--- src/rtl/shift_ext_pkg.sv ---
// Op codes, op/state enums and FSM state constants shared by shift_ext_seq and shift_step.
package shift_ext_pkg;

   localparam logic [2:0] OPC_SLL      = 3'b000;
   localparam logic [2:0] OPC_SRL      = 3'b001;
   localparam logic [2:0] OPC_SRA      = 3'b010;
   localparam logic [2:0] OPC_SEXT     = 3'b011;
   localparam logic [2:0] OPC_ZEXT     = 3'b100;
   localparam logic [2:0] OPC_SEXT_SL2 = 3'b101;
   localparam logic [2:0] OPC_ROTL     = 3'b110;
   localparam logic [2:0] OPC_ROTR     = 3'b111;

   typedef enum logic [2:0] {
      OP_SLL      = OPC_SLL,
      OP_SRL      = OPC_SRL,
      OP_SRA      = OPC_SRA,
      OP_SEXT     = OPC_SEXT,
      OP_ZEXT     = OPC_ZEXT,
      OP_SEXT_SL2 = OPC_SEXT_SL2,
      OP_ROTL     = OPC_ROTL,
      OP_ROTR     = OPC_ROTR
   } op_t;

   localparam logic [1:0] ST_IDLE  = 2'd0;
   localparam logic [1:0] ST_SHIFT = 2'd1;
   localparam logic [1:0] ST_DONE  = 2'd2;

   typedef enum logic [1:0] {
      IDLE  = ST_IDLE,
      SHIFT = ST_SHIFT,
      DONE  = ST_DONE
   } state_t;

endpackage

--- src/rtl/shift_ext_seq_step.sv ---
// shift_step: combinational single-step shifter, moves "in" by amt (<= STEP) positions per op.
// Rotates exist only when SHIFT_EXT_ROTATE_EN is defined; any other op passes "in" through.
module shift_step
   import shift_ext_pkg::*;
#(
   parameter int N    = 32,
   parameter int STEP = 1
) (
   input  logic [N-1:0]               in,
   input  logic [$clog2(STEP+1)-1:0]  amt,
   input  logic [2:0]                 op,
   output logic [N-1:0]               out
);

   always_comb begin
      out = in;
      case (op)
         OPC_SLL: out = in << amt;
         OPC_SRL: out = in >> amt;
         OPC_SRA: out = N'($signed(in) >>> amt);
`ifdef SHIFT_EXT_ROTATE_EN
         // amt never reaches N, so the wrap term is 0 when amt is 0
         OPC_ROTL: out = (in << amt) | (in >> (N - int'(amt)));
         OPC_ROTR: out = (in >> amt) | (in << (N - int'(amt)));
`endif
         default: out = in;
      endcase
   end

endmodule

--- src/rtl/shift_ext_seq.sv ---
// shift_ext_seq: multi-cycle shifter/immediate extender; extends and shamt=0 finish 1 cycle after start,
// shifts take ceil(shamt/STEP)+1 cycles; start is ignored while busy. Macro SHIFT_EXT_ROTATE_EN enables ROTL/ROTR.
module shift_ext_seq
   import shift_ext_pkg::*;
#(
   parameter int N     = 32,
   parameter int IMM_W = 16,
   parameter int STEP  = 1
) (
   input  logic                  clk,
   input  logic                  rst_n,
   input  logic                  start,
   input  logic [2:0]            op,
   input  logic [N-1:0]          a,
   input  logic [$clog2(N)-1:0]  shamt,
   output logic                  busy,
   output logic                  done,
   output logic [N-1:0]          y,
   output logic                  illegal
);

   localparam int SW = $clog2(N);
   localparam int AW = $clog2(STEP+1);

   logic [1:0]    state;
   logic [2:0]    op_q;
   logic [N-1:0]  acc;
   logic [SW-1:0] rem;
   logic [AW-1:0] amt;
   logic [N-1:0]  step_out;
   logic [N-1:0]  imm_res;
   logic [N-1:0]  sext;
   logic          is_shift;
   logic          is_legal;

   assign sext = {{(N-IMM_W){a[IMM_W-1]}}, a[IMM_W-1:0]};

   // Result for every op that completes straight from IDLE (shifts here only when shamt is 0)
   always_comb begin
      is_shift = 1'b0;
      is_legal = 1'b1;
      imm_res  = '0;
      case (op)
         OPC_SLL, OPC_SRL, OPC_SRA: begin
            is_shift = 1'b1;
            imm_res  = a;
         end
         OPC_SEXT:     imm_res = sext;
         OPC_ZEXT:     imm_res = {{(N-IMM_W){1'b0}}, a[IMM_W-1:0]};
         OPC_SEXT_SL2: imm_res = sext << 2;
`ifdef SHIFT_EXT_ROTATE_EN
         OPC_ROTL, OPC_ROTR: begin
            is_shift = 1'b1;
            imm_res  = a;
         end
`endif
         default:      is_legal = 1'b0;
      endcase
   end

   assign amt = (rem > SW'(STEP)) ? AW'(STEP) : AW'(rem);

   shift_step #(.N(N), .STEP(STEP)) u_step (
      .in  (acc),
      .amt (amt),
      .op  (op_q),
      .out (step_out)
   );

   always_ff @(posedge clk or negedge rst_n) begin
      if (!rst_n) begin
         state   <= ST_IDLE;
         op_q    <= OPC_SLL;
         acc     <= '0;
         rem     <= '0;
         y       <= '0;
         illegal <= 1'b0;
      end else begin
         case (state)
            ST_IDLE: begin
               if (start) begin
                  op_q <= op;
                  acc  <= a;
                  rem  <= shamt;
                  if (is_shift && shamt != '0) begin
                     state <= ST_SHIFT;
                  end else begin
                     state   <= ST_DONE;
                     y       <= imm_res;
                     illegal <= ~is_legal;
                  end
               end
            end
            ST_SHIFT: begin
               acc <= step_out;
               rem <= rem - SW'(amt);
               if (rem == SW'(amt)) begin
                  state <= ST_DONE;
                  y     <= step_out;
               end
            end
            ST_DONE: begin
               state   <= ST_IDLE;
               illegal <= 1'b0;
            end
            default: state <= ST_IDLE;
         endcase
      end
   end

   assign busy = (state != ST_IDLE);
   assign done = (state == ST_DONE);

endmodule

--- config.mk ---
export PLATFORM = sky130hd
export DESIGN_NAME = shift_ext_seq
export DESIGN_NICKNAME = d
export VERILOG_FILES = /design/src/rtl/shift_ext_pkg.sv /design/src/rtl/shift_ext_seq_step.sv /design/src/rtl/shift_ext_seq.sv
export SDC_FILE = /design/constraint.sdc
export NUM_CORES = 1
export LEC_CHECK = 0
export CAP_MARGIN = 10
export CORE_AREA = 2 2 123 125
export CTS_CLUSTER_SIZE = 16
export DETAILED_ROUTE_END_ITERATION = 10
export DIE_AREA = 0 0 125 127
export PLACE_DENSITY = 0.53
export SETUP_SLACK_MARGIN = 0.05
export SLEW_MARGIN = 0
export SYNTH_ARGS = -nofsm -noshare
export SYNTH_HDL_FRONTEND = slang
export SYNTH_SLANG_ARGS = --single-unit
--- constraint.sdc ---
create_clock -name clk -period 2 [get_ports clk]
set_clock_uncertainty 0.15 [all_clocks]
set_input_delay 0.3 -clock clk [delete_from_list [all_inputs] [get_ports clk]]
set_output_delay 0.3 -clock clk [all_outputs]
set_load 0.01 [all_outputs]
==> run_results.csv <==
group,metric,value,unit
run_status,run_status,"finished, violations left",
run_status,violations,"negative setup slack",
worst_setup_path,slowest_stage,"dfrtp_1",
finish,fin_nets,738,
clocking,cts_tree,"done",
grt,antenna_found_initial,0,
yosys,synth_area,0.00484,mm^2
routing,dr_total_vias,4985,
finish,postLayoutCoreUtil,47.9,%
placed_design,place_hpwl,10800,um
routing,routedWlPerCell,18.2,um
sta,slew_headroom,60.5,%
floorplan,core-area,0.0144,mm^2
clocking,cts.clk_slew.worst_paths,0.07,ns
power,powerDensity,1750,mW/mm^2
sta,fmax,484,MHz
worst_setup_path,worst_setup_path_end_kind,"flip-flop",
floorplan,rows,44,
yosys,yosysTopAreaCellShare,38.7,%
sta,final.setup.worst_slack,-0.0648,ns
worst_setup_path,required,2.12,ns
yosys,yosys_warnings,0,
sta,whs,0.154,ns
sta,hold_viol_final,0,
yosys,ys_seq_area_share,38.7,%
worst_hold_path,hold_class,"input port to asynchronous set/reset pin",
routing,dr.first_iter.drc_count,468,
routing,drt_first_pass_iters,5,
power,power_leakage,2.73,nW
finish,syn_to_final_growth,42.6,%
clocking,clock_path_buffers,2,
placed_design,port-buffer-count,77,
clocking,clk_latency,0.35,ns
sta,max_slew.worst_pin.slew,0.592,ns
yosys,synth-seq-cells,75,
yosys,synthesis.nets,628,
flow_run,drv_cap,0,
yosys,synth_largest_area_cell,"dfrtp_1",
yosys,synth-edff-count,0,
worst_setup_path,worst-setup-path-type,"flip-flop to flip-flop",
finish,design_area,0.00691,mm^2
clocking,cts_buffers,9,
routing,vias_per_cell,5.66,
floorplan,die-area,0.0159,mm^2
worst_setup_path,max_stage_delay,0.41,ns
sta,min_period_over_period,103,%
placed_design,dp_slack,-0.375,ns
sta,setup_viol,23,
clocking,clock_sinks,75,
sta,rsz0062_at_grt,"true",
floorplan,die_w,125,um
clocking,clock-root-buffer,"clkbuf_16",
worst_setup_path,start_kind,"flip-flop",
clocking,cts_htree_levels,3,
routing,ant_nets,0,
floorplan,num_io_pins,78,
yosys,synth.avg_cell_area,8.31,um^2
routing,wirelength,16100,um
power,ir_drop,0.000669,V
yosys,synthArstFlopShare,100,%
finish,antennaDiodeCount,0,
routing,drc_errors,0,
placed_design,place.gp.congestion,0.826,
worst_setup_path,path_delay_family,"compound AO/OA/AOI/OAI gates",
finish,drive_gt1_share,19.9,%
grt,grt_pass1_wl,25000,um
placed_design,place_area,0.00621,mm^2
worst_setup_path,crit_chain,"nor3_2 -> a21o_1 -> ha_2 -> nand2_4 -> o2bb2ai_4 -> buf_6 -> clkbuf_16 -> nor2_4 -> a31oi_1",
worst_setup_path,path_buf_inv,2,
sta,post-route-min-period,2.06,ns
worst_setup_path,path_max_fanout,5,
grt,track_usage,19.4,%
yosys,synth_cells,583,
grt,grt_overflow_total,0,
yosys,synth.distinct_cells,46,
grt,grt_max_degree,43,
grt,first_global_vias,4716,
yosys,synth_area_leaders,"dfrtp_1 (39%), a31oi_1 (7.0%), nor2_1 (6.9%)",
sta,final-max-slew-violation-count,0,
floorplan,start_util,33.6,%
yosys,synth_ff_type,"dfrtp_1",
floorplan,dieHeight,127,um
worst_setup_path,cp.arrival,2.18,ns
==> sequential cells by signal (all words and copies together), names as in the netlist <==
signal,cells
rem,5
state,2
illegal,1
y,32
acc,32
op_q,3
==> power breakdown <==
group / leakage, nW / switching (W) / internal, W / total (W)
sequential: 0.859 / 0.000854 / 0.00233 / 0.00318
clock: 0.148 / 0.000669 / 0.00112 / 0.00179
combinational: 1.72 / 0.00371 / 0.00344 / 0.00715
total: 2.73 / 0.00524 / 0.00689 / 0.0121
==> stage by stage <==
| stage | setup TNS [ns] | instances | power (W) |
|---|---|---|---|
| CTS | 0 | 872 | 0.0114 |
| finish | -0.926 | 881 | 0.0121 |
| global placement | -10.22 | 855 | 0.00937 |
| floorplan | 0 | 583 | 0.00693 |
| global route | -3.37 | 881 | 0.0130 |
| detailed placement | -10.77 | 855 | 0.00950 |
==> cells in the final DEF, fill, tap and decap left out, types with 4 or more instances in the layout <==
cell and instances:
nor2_1 76, clkdlybuf4s50_1 72, dfrtp_1 71, buf_4 58, a31oi_1 54, o21ai_0 50, nand2_1 33, a21oi_1 28
nand2b_1 27, a21o_1 17, mux2i_1 17, a22oi_1 13, clkbuf_16 12, nor2b_1 11, o221ai_1 11, a22o_1 11
buf_12 11, o221ai_2 10, o22a_1 7, nor2_4 7, inv_1 6, o22ai_1 6, o21a_1 6, nor2_2 6
or3_1 5, o21ai_1 4, dfrtp_2 4
==> final timing paths <==
check | from | endpoint | slack, ns | cells past startpoint
setup / recovery | rem[4] | y[13] | -0.06 | 9
hold / removal | rst_n | y[13] | 0.15 | 2
setup reg to reg | rem[4] | y[13] | -0.06 | 9
hold reg to reg | y[26] | y[26] | 0.35 | 1
max in group asynchronous | rst_n | acc[0] | 0.95 | 3
min in group clk | shamt[1] | rem[1] | 0.34 | 4
==> cell families after synthesis <==
group / synth area share, %
muxes: 4.21
xor gates and xnor gates: 0.362
buffers and inverters: 5.94
adders and majority gates: 0.516
DFF: 38.7
AOI/OAI and AO/OA: 33.8
and+or+nand+nor: 16.4
==> layer usage <==
metal / global-route usage, % / vias to the layer above / share of wire (%)
met5: 0 / - / 0
met4: 6.93 / 0 / 1.9
met3: 2.85 / 20 / 4.9
met2: 29.6 / 148 / 46
met1: 28.2 / 2434 / 48
li1: - / 2383 / -
==> cell usage after synthesis, types with 2 or more instances <==
cell	n
nor2_1	89
dfrtp_1	75
a31oi_1	54
o21ai_0	54
nand2_1	35
clkbuf_1	32
a21oi_1	30
nand2b_1	27
o221ai_1	21
a21o_1	18
mux2i_1	17
buf_2	14
a22oi_1	13
a22o_1	11
nor2b_1	11
inv_1	8
o22a_1	7
o21a_1	6
o22ai_1	6
or3_1	6
buf_6	4
o32ai_1	4
a211oi_1	3
a221oi_1	3
buf_4	3
mux2_2	3
o211ai_1	3
a21boi_0	2
ha_1	2
nand3_1	2
nor3_1	2
o31ai_1	2
o32a_1	2
or2_2	2
==> cell type report <==
class | instances | area (um^2)
timing repair buffer | 152 | 1530
tap | 184 | 230
clock buffer | 11 | 243
multi-input combinational | 447 | 2920
clock inverter | 4 | 75.1
fill | 1414 | 7510
sequential | 75 | 1880
inverter | 8 | 32.5
==> worst register-to-register path, delay by kind of cell, from the launching register on <==
kind	cells	cell delay [ns]
adder cells (fa/ha/maj)	1	0.20
AO/OA/AOI/OAI	3	0.52
AND/OR/NAND/NOR	3	0.34
buffers and inverters	2	0.37
flip-flops	1	0.41
==> what timing repair did <==
item	in CTS	in global routing
buffers inserted	1	6
gates cloned	0	3
pin swaps	1	7
gates resized for setup	15	53
endpoints found under the hold margin	75	0
setup endpoints to repair	39	54
hold buffers	1	0
No activity file was read; power rests on OpenSTA's default activity.
